===== config.mk =====
export PLATFORM = sky130hd
export DESIGN_NAME = fp_add_issuer_flat
export DESIGN_NICKNAME = d
export VERILOG_FILES = /design/src/rtl/fp_add_issuer_if.sv /design/src/rtl/fp_add_issuer.sv /design/src/flat_wrapper.sv
export SDC_FILE = /design/constraint.sdc
export NUM_CORES = 1
export LEC_CHECK = 0
export ABC_AREA = 1
export ABC_CLOCK_PERIOD_IN_PS = 3700
export CORE_MARGIN = 8
export CORE_UTILIZATION = 54
export CTS_CLUSTER_DIAMETER = 120
export DETAILED_ROUTE_END_ITERATION = 12
export PLACE_DENSITY = 0.76
export SYNTH_ARGS = -nofsm -noshare
export SYNTH_HDL_FRONTEND = slang
export SYNTH_SLANG_ARGS = --single-unit

===== constraint.sdc =====
create_clock -name clk -period 3.7 [get_ports clk]
set_clock_uncertainty 0.15 [all_clocks]
set_input_delay 0.37 -clock clk [delete_from_list [all_inputs] [get_ports clk]]
set_output_delay 0.37 -clock clk [all_outputs]
set_load 0.01 [all_outputs]

===== src/rtl/fp_add_issuer_if.sv =====
// Bundle of the request, adder-facing and result signals of fp_add_issuer.
// Handshakes: a transfer happens on a rising edge where valid && ready; valid may rise without waiting for ready.
interface fp_add_issuer_if #(
   parameter int WIDTH = 32
);
   logic             in_valid;
   logic             in_ready;
   logic [WIDTH-1:0] in_a;
   logic [WIDTH-1:0] in_b;
   logic             in_op;
   logic [WIDTH-1:0] add_a;
   logic [WIDTH-1:0] add_b;
   logic             add_op;
   logic [WIDTH-1:0] add_result;
   logic             out_valid;
   logic             out_ready;
   logic [WIDTH-1:0] out_data;
   logic             busy;

   modport master (
      output in_valid, in_a, in_b, in_op, add_result, out_ready,
      input  in_ready, add_a, add_b, add_op, out_valid, out_data, busy
   );

   modport slave (
      input  in_valid, in_a, in_b, in_op, add_result, out_ready,
      output in_ready, add_a, add_b, add_op, out_valid, out_data, busy
   );
endinterface


===== src/rtl/fp_add_issuer.sv =====
// Issue/collect front end for a fixed-latency pipelined FP adder: registers operands,
// tracks ops with a valid shift register and returns results in order via a credit-protected FIFO.
module fp_add_issuer #(
   parameter int WIDTH      = 32,
   parameter int LATENCY    = 7,
   parameter int FIFO_DEPTH = 8
) (
   input logic            clk,
   input logic            rst_n,
   fp_add_issuer_if.slave bus
);
   localparam int PW = $clog2(FIFO_DEPTH);
   localparam int CW = PW + 1;

   logic             issue;
   logic             retire;
   logic             pop;
   logic [WIDTH-1:0] wr_data;
   logic [CW:0]      credit_used;

   logic [WIDTH-1:0]   add_a_q, add_a_d;
   logic [WIDTH-1:0]   add_b_q, add_b_d;
   logic               add_op_q, add_op_d;
   logic [LATENCY-1:0] vld_sr_q, vld_sr_d;
   logic [CW-1:0]      inflight_q, inflight_d;
   logic [CW-1:0]      count_q, count_d;
   logic [PW-1:0]      wr_ptr_q, wr_ptr_d;
   logic [PW-1:0]      rd_ptr_q, rd_ptr_d;
   logic [WIDTH-1:0]   mem_q [FIFO_DEPTH];
   logic [WIDTH-1:0]   mem_d [FIFO_DEPTH];

   // Credit uses only registered state, so a pop frees space one cycle later.
   assign credit_used  = {1'b0, count_q} + {1'b0, inflight_q};
   assign bus.in_ready = rst_n && (credit_used < (CW+1)'(FIFO_DEPTH));

   assign issue   = bus.in_valid && bus.in_ready;
   assign retire  = vld_sr_q[LATENCY-1];
   assign pop     = bus.out_ready && (count_q != '0);
   // Collapse -0 (and +0) onto a single canonical zero.
   assign wr_data = (bus.add_result[WIDTH-2:0] == '0) ? '0 : bus.add_result;

   always_comb begin
      add_a_d    = add_a_q;
      add_b_d    = add_b_q;
      add_op_d   = add_op_q;
      vld_sr_d   = (vld_sr_q << 1) | LATENCY'(issue);
      inflight_d = inflight_q;
      count_d    = count_q;
      wr_ptr_d   = wr_ptr_q;
      rd_ptr_d   = rd_ptr_q;
      mem_d      = mem_q;

      if (issue) begin
         add_a_d  = bus.in_a;
         add_b_d  = bus.in_b;
         add_op_d = bus.in_op;
      end

      case ({issue, retire})
         2'b10:   inflight_d = inflight_q + CW'(1);
         2'b01:   inflight_d = inflight_q - CW'(1);
         default: inflight_d = inflight_q;
      endcase

      case ({retire, pop})
         2'b10:   count_d = count_q + CW'(1);
         2'b01:   count_d = count_q - CW'(1);
         default: count_d = count_q;
      endcase

      if (retire) begin
         mem_d[wr_ptr_q] = wr_data;
         wr_ptr_d        = wr_ptr_q + PW'(1);
      end
      if (pop) begin
         rd_ptr_d = rd_ptr_q + PW'(1);
      end
   end

   always_ff @(posedge clk) begin
      if (!rst_n) begin
         add_a_q    <= '0;
         add_b_q    <= '0;
         add_op_q   <= 1'b0;
         vld_sr_q   <= '0;
         inflight_q <= '0;
         count_q    <= '0;
         wr_ptr_q   <= '0;
         rd_ptr_q   <= '0;
      end else begin
         add_a_q    <= add_a_d;
         add_b_q    <= add_b_d;
         add_op_q   <= add_op_d;
         vld_sr_q   <= vld_sr_d;
         inflight_q <= inflight_d;
         count_q    <= count_d;
         wr_ptr_q   <= wr_ptr_d;
         rd_ptr_q   <= rd_ptr_d;
      end
   end

   // Storage needs no reset: occupancy gates every read.
   always_ff @(posedge clk) begin
      mem_q <= mem_d;
   end

   assign bus.add_a     = add_a_q;
   assign bus.add_b     = add_b_q;
   assign bus.add_op    = add_op_q;
   assign bus.out_valid = (count_q != '0);
   assign bus.out_data  = (count_q != '0) ? mem_q[rd_ptr_q] : '0;
   assign bus.busy      = (inflight_q != '0) || (count_q != '0);
endmodule


===== src/flat_wrapper.sv =====
// flat-port wrapper written by rule: the top's interface ports become plain ports
module fp_add_issuer_flat 
#(
   parameter int WIDTH      = 32,
   parameter int LATENCY    = 7,
   parameter int FIFO_DEPTH = 8
)
  (clk, rst_n, bus_in_valid, bus_in_a, bus_in_b, bus_in_op, bus_add_result, bus_out_ready, bus_in_ready, bus_add_a, bus_add_b, bus_add_op, bus_out_valid, bus_out_data, bus_busy);
  fp_add_issuer_if #(.WIDTH(WIDTH)) bus_i ();
  input logic clk;
  input logic rst_n;
  input wire logic [$bits(bus_i.in_valid)-1:0] bus_in_valid;
  input wire logic [$bits(bus_i.in_a)-1:0] bus_in_a;
  input wire logic [$bits(bus_i.in_b)-1:0] bus_in_b;
  input wire logic [$bits(bus_i.in_op)-1:0] bus_in_op;
  input wire logic [$bits(bus_i.add_result)-1:0] bus_add_result;
  input wire logic [$bits(bus_i.out_ready)-1:0] bus_out_ready;
  output wire logic [$bits(bus_i.in_ready)-1:0] bus_in_ready;
  output wire logic [$bits(bus_i.add_a)-1:0] bus_add_a;
  output wire logic [$bits(bus_i.add_b)-1:0] bus_add_b;
  output wire logic [$bits(bus_i.add_op)-1:0] bus_add_op;
  output wire logic [$bits(bus_i.out_valid)-1:0] bus_out_valid;
  output wire logic [$bits(bus_i.out_data)-1:0] bus_out_data;
  output wire logic [$bits(bus_i.busy)-1:0] bus_busy;
  assign bus_i.in_valid = bus_in_valid;
  assign bus_i.in_a = bus_in_a;
  assign bus_i.in_b = bus_in_b;
  assign bus_i.in_op = bus_in_op;
  assign bus_i.add_result = bus_add_result;
  assign bus_i.out_ready = bus_out_ready;
  assign bus_in_ready = bus_i.in_ready;
  assign bus_add_a = bus_i.add_a;
  assign bus_add_b = bus_i.add_b;
  assign bus_add_op = bus_i.add_op;
  assign bus_out_valid = bus_i.out_valid;
  assign bus_out_data = bus_i.out_data;
  assign bus_busy = bus_i.busy;
  fp_add_issuer #(.WIDTH(WIDTH), .LATENCY(LATENCY), .FIFO_DEPTH(FIFO_DEPTH)) u_core (.clk(clk), .rst_n(rst_n), .bus(bus_i));
endmodule

==> results.md, run 1 <==
* Vias in the first global route at 9,873
* CP Launch Type: flop
* Fin nets at 1,644
* Mean Syn Cell Area at between 10 and 15 um^2
* Routed len/inst at 17.6 um
* Total track usage at a little over a fifth
* Placed instance count at 1,826
* Layout Area Growth over Synthesis at 24.1%
* Die W at 177 um
* Fill cells at 1,908
* Final Cycle Share at 88.4%
* Crit path DAT at 2750 ps
* Register bit total from synthesis at between 300 and 400
* Sequential fraction of the synthesis area at 67.4%
* CP max FO at 53
* Drt drc at 0
* Peak supply drop at 451 uV
* Post-Route Setup TNS at 0 ps
* Initial Util at a little over half
* Via/cell ratio at roughly 5.2
* Distinct cells, synth at 25
* Half-perimeter wire length after placement at 20.0 mm
* Routed vias at 9,911
* Yosys warning count at 0
* Tmin final at 3270 ps
* Clk sinks at about 340
* RSZ-0062 raised after global routing: no
* Post-CTS setup repair buffer count at 0
* Hold WC Path Type: reg2reg
* Setup crit end kind: output port
* Initial antenna violation count at 0
* H-Tree Depth at 2
* PortBufs at 200
* Setup-failing EPs final at 0
* Global-route wire length before repair at 52.6 mm
* Clock Tree Root: clkbuf_16
* Number of CTS-inserted buffers at 37
* Mapped Cells at 1,377
* WS Path Type: reg2out
* Worst EP required at 3180 ps
* Row Count at 59
* FMAX at 306 MHz
* Maximum clock path buffer count at 3
* Worst skew pair latency at between 500 and 600 ps
* Io pins at approximately 200
* Slew @ Worst Pin at 1210 ps
* Die Y at 177 um
* Synthesized area at 14,000 um^2
* Final cell count without fillers at 1,892
* GP Congestion at 0.783
* Max-cap violations at 0
* Power per cell area at 669 nW/um^2
* CTS tree: yes
* Detail Route Antenna Nets at 0
* Iter 0 DRT Violations at slightly below 800
* Layout cells sized above 1 at between 5 and 6%
* Area of the core at 25,700 um^2
* Total wire length at 33.3 mm
* DIE AREA at ~31,000 um^2
* Net Count, Synth at 1,491
* Ant diodes at 0
* Pin count of the biggest net entering global routing at 130
* GRT Residual Overflow at 0
* First drt pass iteration count at 5
* Relative slew slack at 18.8%
* CTS clk-pin slew, worst paths at about 60 ps
* Hold Vio Cnt, Final at 0
* Leak pwr at 6.56 nW
* Outcome: complete, no violations
* # hold bufs at CTS at 0
* Post_cts resized at 0
* Slew Limit Fails at 0
==> layer usage <==
metal	GRT usage, %	up-vias	wire length, um
li1	-	4847	-
met1	25.0	4627	12900
met2	35.6	381	16000
met3	8.49	56	3710
met4	6.30	0	711
met5	0	-	0
==> registers in the layout, indices dropped and copies added (netlist names) <==
name,cells
u_core.bus.add_b,32
u_core.wr_ptr_q,3
u_core.vld_sr_q,7
u_core.mem_q,256
u_core.bus.add_op,1
u_core.inflight_q,4
u_core.rd_ptr_q,3
u_core.count_q,4
u_core.bus.add_a,32
==> cells in the mapped netlist <==
cell	count	area share (%)
a21boi_0	1	0.054
a21oi_1	13	0.47
buf_1	2	0.054
buf_2	30	1.1
buf_4	5	0.27
buf_6	2	0.16
clkbuf_1	66	1.8
dfxtp_1	86	12
edfxtp_1	256	55
fa_1	2	0.29
ha_1	11	0.99
inv_1	94	2.5
nand2_1	198	5.3
nand3_1	8	0.29
nand3_2	1	0.072
nand4_1	3	0.13
nor2_1	386	10
nor2_2	1	0.045
nor3_1	2	0.072
o211ai_1	32	1.7
o21ai_0	138	4.9
o22ai_1	32	1.4
or2_2	1	0.045
xnor2_1	4	0.25
xor2_1	3	0.19
==> worst max-delay path, stage by stage, from the launching register on <==
cell and delay [ps]:
dfxtp_2 660, buf_12 320, buf_12 180, o21ai_0 120, o211ai_1 220, nand2_1 90, nor2_1 90, clkdlybuf4s50_1 540
==> path summary, 6_finish.rpt <==
check | slack [ps] | end | cells after the start | start
setup / recovery | 430 | bus_out_data[11] | 7 | u_core.rd_ptr_q[1]$_SDFFE_PN0P_
hold / removal | 260 | u_core.vld_sr_q[1]$_SDFF_PN0_ | 2 | u_core.vld_sr_q[0]$_SDFF_PN0_
setup reg to reg | 940 | u_core.count_q[3]$_SDFFE_PN0P_ | 13 | u_core.count_q[3]$_SDFFE_PN0P_
hold reg to reg | 260 | u_core.vld_sr_q[1]$_SDFF_PN0_ | 2 | u_core.vld_sr_q[0]$_SDFF_PN0_
==> final cells by class <==
cell class	instances	area, um^2	share of cell area (%)
inverter	94	354	2.04
sequential	342	9420	54.4
clock inverter	20	130	0.751
clock buffer	46	1000	5.79
multi-input combinational	836	3800	21.9
tap	335	419	2.42
timing repair buffer	219	2200	12.7
==> cell usage in the layout, fill, tap and decap left out, types with 2 or more instances in the layout <==
master | netlist | routed
nor2_1 | 386 | 378
edfxtp_1 | 256 | 256
clkdlybuf4s50_1 | 0 | 199
nand2_1 | 198 | 198
o21ai_0 | 138 | 138
inv_1 | 94 | 93
dfxtp_1 | 86 | 83
clkbuf_16 | 0 | 39
o22ai_1 | 32 | 32
o211ai_1 | 32 | 32
buf_4 | 5 | 14
a21oi_1 | 13 | 13
ha_1 | 11 | 11
clkinv_1 | 0 | 9
nor2_4 | 0 | 8
nand3_1 | 8 | 7
clkbuf_1 | 66 | 7
clkinv_2 | 0 | 5
buf_12 | 0 | 5
xnor2_1 | 4 | 4
nand4_1 | 3 | 3
xor2_1 | 3 | 3
nor3_1 | 2 | 2
fa_1 | 2 | 2
clkinvlp_4 | 0 | 2
clkinv_4 | 0 | 2
dfxtp_2 | 0 | 2
==> cell families (layout without fill, tap and decap cells) <==
family	count (synthesis)	after routing	share of synthesized area [%]
fa+ha+maj	13	13	1.27
buf+inv	199	379	5.86
simple gates	600	600	16.4
compound gates	216	216	8.63
xor+xnor	7	7	0.439
flops	342	342	67.4
==> report_power, final <==
part / internal [mW] / switching, mW / total [mW]
Sequential: 4.26 / 0.124 / 4.38
Combinational: 1.57 / 2.21 / 3.78
Clock: 1.99 / 1.43 / 3.43
Total: 7.82 / 3.76 / 11.6
==> stage by stage <==
step                      worst slack (ps)  hold slack (ps)  power (mW)  instance area (um^2)  util, %
after floorplan                       1020              240        6.59                 14000        -
after global routing                   241              274        12.2                 17300     67.4
final                                  427              259        11.6                 17300     67.4
after global placement                1030              243        8.15                 16200     63.0
after CTS                              401              261        11.7                 17300     67.4
after detailed placement               949              248        8.26                 16200     63.0
(Power assumes the default switching activity.)
==> run 2, diff against run 1 <==
--- a/config.mk
+++ b/config.mk
@@ -12,6 +12,7 @@
 export CTS_CLUSTER_DIAMETER = 120
 export DETAILED_ROUTE_END_ITERATION = 12
 export PLACE_DENSITY = 0.76
+export SKIP_LAST_GASP = 1
 export SYNTH_ARGS = -nofsm -noshare
 export SYNTH_HDL_FRONTEND = slang
 export SYNTH_SLANG_ARGS = --single-unit
==> results of run 2 <==
The final DEF is identical to that of run 1; final timing and power are the same.
